$ cat config.mk
export PLATFORM = sky130hd
export DESIGN_NAME = pe_dot_stream_flat
export DESIGN_NICKNAME = d
export VERILOG_FILES = /design/src/rtl/pe_dot_stream_if.sv /design/src/rtl/pe_dot_stream.sv /design/src/flat_wrapper.sv
export SDC_FILE = /design/constraint.sdc
export NUM_CORES = 2
export LEC_CHECK = 0
export CAP_MARGIN = 5
export CELL_PAD_IN_SITES_DETAIL_PLACEMENT = 0
export CELL_PAD_IN_SITES_GLOBAL_PLACEMENT = 1
export CORE_MARGIN = 1
export CORE_UTILIZATION = 35
export CTS_CLUSTER_SIZE = 8
export DETAILED_ROUTE_END_ITERATION = 6
export PLACE_DENSITY = 0.61
export SYNTH_ARGS = -nofsm -noshare
export SYNTH_HDL_FRONTEND = slang
export SYNTH_SLANG_ARGS = --single-unit
$ cat constraint.sdc
create_clock -name clk -period 21 [get_ports clk]
set_clock_uncertainty 0.1 [all_clocks]
set_input_delay 2.1 -clock clk [delete_from_list [all_inputs] [get_ports clk]]
set_output_delay 2.1 -clock clk [all_outputs]
set_load 0.005 [all_outputs]
$ cat src/rtl/pe_dot_stream_if.sv
// Operand/result bundle of the streaming dot-product element.
// The slave side is the processing element; the master side drives it.
interface pe_dot_stream_if #(
    parameter int unsigned DW        = 16,
    parameter int unsigned LANES     = 4,
    parameter int unsigned MAX_BEATS = 256,
    parameter int unsigned OW        = 16
);
    localparam int unsigned AW = 2 * DW + $clog2(LANES * MAX_BEATS) + 1;
    localparam int unsigned LW = $clog2(MAX_BEATS) + 1;
    localparam int unsigned SW = $clog2(AW);

    logic                  start;
    logic [LW-1:0]         len_beats;
    logic [SW-1:0]         shift;
    logic                  round_en;
    logic                  in_valid;
    logic                  in_ready;
    logic [LANES*DW-1:0]   row_data;
    logic [LANES*DW-1:0]   x_data;
    logic                  out_valid;
    logic                  out_ready;
    logic [OW-1:0]         y;
    logic [AW-1:0]         y_full;
    logic                  sat;
    logic                  busy;

    modport master (
        output start, len_beats, shift, round_en, in_valid, row_data, x_data, out_ready,
        input  in_ready, out_valid, y, y_full, sat, busy
    );

    modport slave (
        input  start, len_beats, shift, round_en, in_valid, row_data, x_data, out_ready,
        output in_ready, out_valid, y, y_full, sat, busy
    );
endinterface

$ cat src/rtl/pe_dot_stream.sv
// Streaming dot-product element: accumulates LANES products per accepted beat, then
// presents the shifted, rounded and saturated result under valid/ready.
module pe_dot_stream #(
    parameter int unsigned DW        = 16,
    parameter int unsigned LANES     = 4,
    parameter int unsigned MAX_BEATS = 256,
    parameter int unsigned OW        = 16
) (
    input logic             clk,
    input logic             rst,
    pe_dot_stream_if.slave  bus
);
    localparam int unsigned AW = 2 * DW + $clog2(LANES * MAX_BEATS) + 1;
    localparam int unsigned LW = $clog2(MAX_BEATS) + 1;
    localparam int unsigned SW = $clog2(AW);

    localparam logic signed [AW:0] YMAX = {{(AW + 2 - OW){1'b0}}, {(OW - 1){1'b1}}};
    localparam logic signed [AW:0] YMIN = {{(AW + 2 - OW){1'b1}}, {(OW - 1){1'b0}}};
    localparam logic [AW:0]        ONE  = {{AW{1'b0}}, 1'b1};

    typedef enum logic [1:0] {StIdle, StAcc, StOut} state_e;

    state_e                state_q;
    logic [LW-1:0]         len_q;
    logic [LW-1:0]         cnt_q;
    logic [SW-1:0]         shift_q;
    logic                  round_q;
    logic signed [AW-1:0]  acc_q;
    logic                  in_ready_q;
    logic                  out_valid_q;
    logic [OW-1:0]         y_q;
    logic [AW-1:0]         y_full_q;
    logic                  sat_q;

    logic signed [2*DW-1:0] prod [LANES];
    logic signed [AW-1:0]   beat_sum;
    logic signed [AW-1:0]   acc_next;
    logic signed [AW-1:0]   post_in;
    logic [SW-1:0]          post_shift;
    logic                   post_round;
    logic [AW:0]            rnd_add;
    logic signed [AW:0]     t;
    logic signed [AW:0]     s;
    logic [OW-1:0]          y_c;
    logic                   sat_c;
    logic [LW-1:0]          len_in;
    logic                   accept;
    logic                   last_beat;

    for (genvar k = 0; k < LANES; k++) begin : g_lane
        assign prod[k] = $signed(bus.row_data[k*DW +: DW]) * $signed(bus.x_data[k*DW +: DW]);
    end

    always_comb begin
        beat_sum = '0;
        for (int k = 0; k < LANES; k++) begin
            beat_sum = beat_sum + {{(AW - 2 * DW){prod[k][2*DW-1]}}, prod[k]};
        end
    end

    assign acc_next  = acc_q + beat_sum;
    assign len_in    = (bus.len_beats > LW'(MAX_BEATS)) ? LW'(MAX_BEATS) : bus.len_beats;
    assign accept    = (state_q == StAcc) && bus.in_valid && in_ready_q;
    assign last_beat = (cnt_q == len_q - 1'b1);

    // In IDLE the post stage only serves a zero-length request, so it sees acc=0
    // with the shift/round controls straight from the request.
    always_comb begin
        post_in    = acc_next;
        post_shift = shift_q;
        post_round = round_q;
        if (state_q == StIdle) begin
            post_in    = '0;
            post_shift = bus.shift;
            post_round = bus.round_en;
        end
        rnd_add = '0;
        if (post_round && (post_shift != '0)) begin
            rnd_add = ONE << (post_shift - 1'b1);
        end
        t     = {post_in[AW-1], post_in} + rnd_add;
        s     = t >>> post_shift;
        y_c   = s[OW-1:0];
        sat_c = 1'b0;
        if (s > YMAX) begin
            y_c   = YMAX[OW-1:0];
            sat_c = 1'b1;
        end else if (s < YMIN) begin
            y_c   = YMIN[OW-1:0];
            sat_c = 1'b1;
        end
    end

    always_ff @(posedge clk) begin
        if (rst) begin
            state_q     <= StIdle;
            len_q       <= '0;
            cnt_q       <= '0;
            shift_q     <= '0;
            round_q     <= 1'b0;
            acc_q       <= '0;
            in_ready_q  <= 1'b0;
            out_valid_q <= 1'b0;
            y_q         <= '0;
            y_full_q    <= '0;
            sat_q       <= 1'b0;
        end else begin
            case (state_q)
                StIdle: begin
                    if (bus.start) begin
                        len_q   <= len_in;
                        shift_q <= bus.shift;
                        round_q <= bus.round_en;
                        acc_q   <= '0;
                        cnt_q   <= '0;
                        if (len_in == '0) begin
                            state_q     <= StOut;
                            out_valid_q <= 1'b1;
                            y_q         <= y_c;
                            y_full_q    <= '0;
                            sat_q       <= sat_c;
                        end else begin
                            state_q    <= StAcc;
                            in_ready_q <= 1'b1;
                        end
                    end
                end
                StAcc: begin
                    if (accept) begin
                        acc_q <= acc_next;
                        cnt_q <= cnt_q + 1'b1;
                        if (last_beat) begin
                            state_q     <= StOut;
                            in_ready_q  <= 1'b0;
                            out_valid_q <= 1'b1;
                            y_q         <= y_c;
                            y_full_q    <= acc_next;
                            sat_q       <= sat_c;
                        end
                    end
                end
                StOut: begin
                    if (bus.out_ready) begin
                        state_q     <= StIdle;
                        out_valid_q <= 1'b0;
                    end
                end
                default: state_q <= StIdle;
            endcase
        end
    end

    assign bus.in_ready  = in_ready_q;
    assign bus.out_valid = out_valid_q;
    assign bus.y         = y_q;
    assign bus.y_full    = y_full_q;
    assign bus.sat       = sat_q;
    assign bus.busy      = (state_q != StIdle);
endmodule

$ cat src/flat_wrapper.sv
// flat-port wrapper written by rule: the top's interface ports become plain ports
module pe_dot_stream_flat 
#(
    parameter int unsigned DW        = 16,
    parameter int unsigned LANES     = 4,
    parameter int unsigned MAX_BEATS = 256,
    parameter int unsigned OW        = 16
)
  (clk, rst, bus_start, bus_len_beats, bus_shift, bus_round_en, bus_in_valid, bus_row_data, bus_x_data, bus_out_ready, bus_in_ready, bus_out_valid, bus_y, bus_y_full, bus_sat, bus_busy);
  pe_dot_stream_if #(.DW(DW), .LANES(LANES), .MAX_BEATS(MAX_BEATS), .OW(OW)) bus_i ();
  input logic clk;
  input logic rst;
  input wire logic [$bits(bus_i.start)-1:0] bus_start;
  input wire logic [$bits(bus_i.len_beats)-1:0] bus_len_beats;
  input wire logic [$bits(bus_i.shift)-1:0] bus_shift;
  input wire logic [$bits(bus_i.round_en)-1:0] bus_round_en;
  input wire logic [$bits(bus_i.in_valid)-1:0] bus_in_valid;
  input wire logic [$bits(bus_i.row_data)-1:0] bus_row_data;
  input wire logic [$bits(bus_i.x_data)-1:0] bus_x_data;
  input wire logic [$bits(bus_i.out_ready)-1:0] bus_out_ready;
  output wire logic [$bits(bus_i.in_ready)-1:0] bus_in_ready;
  output wire logic [$bits(bus_i.out_valid)-1:0] bus_out_valid;
  output wire logic [$bits(bus_i.y)-1:0] bus_y;
  output wire logic [$bits(bus_i.y_full)-1:0] bus_y_full;
  output wire logic [$bits(bus_i.sat)-1:0] bus_sat;
  output wire logic [$bits(bus_i.busy)-1:0] bus_busy;
  assign bus_i.start = bus_start;
  assign bus_i.len_beats = bus_len_beats;
  assign bus_i.shift = bus_shift;
  assign bus_i.round_en = bus_round_en;
  assign bus_i.in_valid = bus_in_valid;
  assign bus_i.row_data = bus_row_data;
  assign bus_i.x_data = bus_x_data;
  assign bus_i.out_ready = bus_out_ready;
  assign bus_in_ready = bus_i.in_ready;
  assign bus_out_valid = bus_i.out_valid;
  assign bus_y = bus_i.y;
  assign bus_y_full = bus_i.y_full;
  assign bus_sat = bus_i.sat;
  assign bus_busy = bus_i.busy;
  pe_dot_stream #(.DW(DW), .LANES(LANES), .MAX_BEATS(MAX_BEATS), .OW(OW)) u_core (.clk(clk), .rst(rst), .bus(bus_i));
endmodule
==> flow_metrics.env <==
export IMPL_gp_congestion=0.8847
export IMPL_wirelength_um=169100
export IMPL_grt_max_degree=66
export IMPL_setup_viol=0
export IMPL_postSynthAreaPerCell_um2=8.627
export IMPL_r2r_start="u_core.state_q[1]"
export IMPL_globalRouteOverflowTotal=0
export IMPL_dieArea_um2=159600
export IMPL_avgRoutedWirePerCell_um=19.88
export IMPL_critical_path_max_fanout=16
export IMPL_cts_buffers=17
export IMPL_timing_final_crit_period_ps=18290
export IMPL_first_pass_iters=5
export IMPL_first_iter_violations=2586
export IMPL_ys_flop_type="dfxtp_1"
export IMPL_worst_slack_ps=2706
export IMPL_ys_types=93
export IMPL_syn_area_um2=55300
export IMPL_path_clk_slew_ps=70
export IMPL_num_rows=145
export IMPL_hold_buffers=0
export IMPL_status="finished clean"
export IMPL_start_kind="primary input"
export IMPL_ys_seq_area_share_pct=4.779
export IMPL_post_cts_buffers=0
export IMPL_yosys_warnings=0
export IMPL_dpl_worst_slack_ps=2330
export IMPL_drive_gt1_share_pct=2.313
export IMPL_arrival_ps=18520
export IMPL_tightest_slew_ps=1136
export IMPL_initial_core_util_pct=35.32
export IMPL_route_met3_wl_um=5609
export IMPL_crit_top_cell="fa_1"
export IMPL_h_tree_depth=4
export IMPL_grt_pass1_vias=44020
export IMPL_grt_setup_unrepaired="false"
export IMPL_io_buffers=211
export IMPL_area_growth_pct=8.433
export IMPL_antenna_found_initial=11
export IMPL_ios=212
export IMPL_final_max_slew_viol_count=0
export IMPL_cts_tree="done"
export IMPL_critical_path_max_stage_delay_ps=980
export IMPL_slew_headroom_pct=24.26
export IMPL_hold_path_class="register to register"
export IMPL_synthCells=6410
export IMPL_ys_ff_latch=132
export IMPL_drtAntennaViolNets=0
export IMPL_crit_type="primary input to register"
export IMPL_synth_edff_count=0
export IMPL_endpoint_kind="register"
export IMPL_async_reset_ff_share_pct=0
export IMPL_r2r_cells=25
export IMPL_chipWidth_um=399.5
export IMPL_crit_path_end="u_core.bus.y[6]"
export IMPL_core_um2=156600
export IMPL_crit_start="bus_row_data[31]"
export IMPL_mostFrequentLayoutCell="inv_1"
export IMPL_postSynthNetCount=8144
export IMPL_fin_crit_sh_pct=87.11
export IMPL_route_detailed_drc=0
export IMPL_reg2reg_slack_ps=11030
export IMPL_finalNetCount=8163
export IMPL_cts_sinks=132
export IMPL_worstPathRequired_ps=21230
export IMPL_routed_top_layer="met5"
export IMPL_grt_usage_pct=21.75
export IMPL_cts_resized=0
export IMPL_hpwl_um=141700
export IMPL_cts_buffer_depth=2
export IMPL_clockRootBuffer="clkbuf_16"
export IMPL_grt_pass1_wl_um=267000
export IMPL_r2r_end="u_core.bus.y[6]"
export IMPL_viasPerCell=4.979
export IMPL_max_freq_mhz=54.66
export IMPL_drv_cap=0
export IMPL_hold_viol_final=0
export IMPL_drt_met1_wl_um=79490
export IMPL_fin_util_pct=38.30
export IMPL_insertion_delay_ps=490
export IMPL_vias=42355
export IMPL_wl_met2_um=80900
export IMPL_final_cell_mix="1385 x inv_1, 1184 x fa_1, 703 x and2_1, 554 x nand2_1, 401 x ha_1"
export IMPL_fin_setup_tns_ps=0
export IMPL_die_h_um=399.5
export IMPL_slowest_stage="and2_1"
stage by stage:
step	cells	area (um2)	hold slack, ps
3_5_place_dp	8468	59400	346.9
3_3_place_gp	8468	59400	340.0
2_1_floorplan	6410	55300	331.9
4_1_cts	8499	59940	356.3
6_report	8507	59960	352.5
5_1_grt	8506	59960	372.0
state kept, by name (all words and copies together) (netlist names):
signal and cells:
u_core.acc_q 43, u_core.bus.y_full 43, u_core.bus.y 16, u_core.cnt_q 9, u_core.len_q 9, u_core.shift_q 6, u_core.state_q 2, u_core.bus.in_ready 1
u_core.bus.out_valid 1, u_core.bus.sat 1, u_core.round_q 1
worst min path at each step:
stage / from / to / depth (start not counted)
after detailed placement: u_core.bus.y_full[27] / u_core.bus.y_full[27] / 2
after CTS: u_core.bus.y_full[27] / u_core.bus.y_full[27] / 2
after global routing: u_core.acc_q[0] / u_core.acc_q[0] / 2
after global placement: u_core.acc_q[36] / u_core.acc_q[36] / 2
after floorplan: u_core.acc_q[18] / u_core.acc_q[18] / 2
final: u_core.bus.y_full[27] / u_core.bus.y_full[27] / 2
synth_stat cells (all sizes together), types with 14 or more instances:
master / count / area (um2)
inv: 1385 / 5199
fa: 1184 / 23700
and2: 703 / 4398
nand2: 554 / 2079
ha: 401 / 5017
nor2: 353 / 1335
a21oi: 271 / 1398
clkbuf: 222 / 833.3
o21ai: 174 / 870.8
xnor2: 140 / 1234
dfxtp: 132 / 2643
nand3: 66 / 330.3
a21o: 62 / 465.5
xor2: 56 / 490.5
nor3: 53 / 265.3
mux2i: 45 / 454.2
nor2b: 39 / 244.0
nand2b: 37 / 231.5
a211oi: 35 / 267.8
a22oi: 35 / 262.8
buf: 34 / 172.7
o21bai: 34 / 255.2
and3: 33 / 206.5
o211ai: 28 / 210.2
o21a: 26 / 202.7
a31oi: 24 / 165.2
nand4: 24 / 150.1
or3: 23 / 148.9
o22ai: 17 / 106.4
o31ai: 17 / 132.6
mux2: 16 / 180.2
nor4: 14 / 87.58
or2: 14 / 87.59
per-layer routing:
| layer | vias up | track usage [%] |
|---|---|---|
| li1 | 19710 | - |
| met1 | 21773 | 31.38 |
| met2 | 754 | 35.72 |
| met3 | 110 | 1.678 |
| met4 | 8 | 4.192 |
| met5 | - | 0 |
worst max-delay path: cells and delay by family:
kind	cells	cell delay, ps
AND/OR/NAND/NOR	11	2530
buffers and inverters	5	1070
AO/OA/AOI/OAI	22	6260
adder cells (fa/ha/maj)	13	5990
XOR/XNOR	3	580
layout make-up:
| class | count | area (um2) |
|---|---|---|
| clock inverter | 11 | 93.84 |
| clock buffer | 20 | 446.7 |
| timing repair buffer | 256 | 2447 |
| inverter | 1385 | 5199 |
| multi-input combinational | 4637 | 46540 |
| antenna | 8 | 20.02 |
| fill | 16206 | 96610 |
| tap | 2058 | 2575 |
| sequential | 132 | 2643 |
cells by family after synthesis:
kind of cell	count (synthesis)	synth area share, %
XOR/XNOR	196	3.118
buffers and inverters	1641	11.22
AND/OR/NAND/NOR	1942	17.73
flip-flops	132	4.779
multiplexers	61	1.147
adder cells (fa/ha/maj)	1585	51.94
AO/OA/AOI/OAI	853	10.07
Power is left out: the tool's default activity adds up to more than one toggle a clock period on the data nets, which glitch-free logic cannot reach.
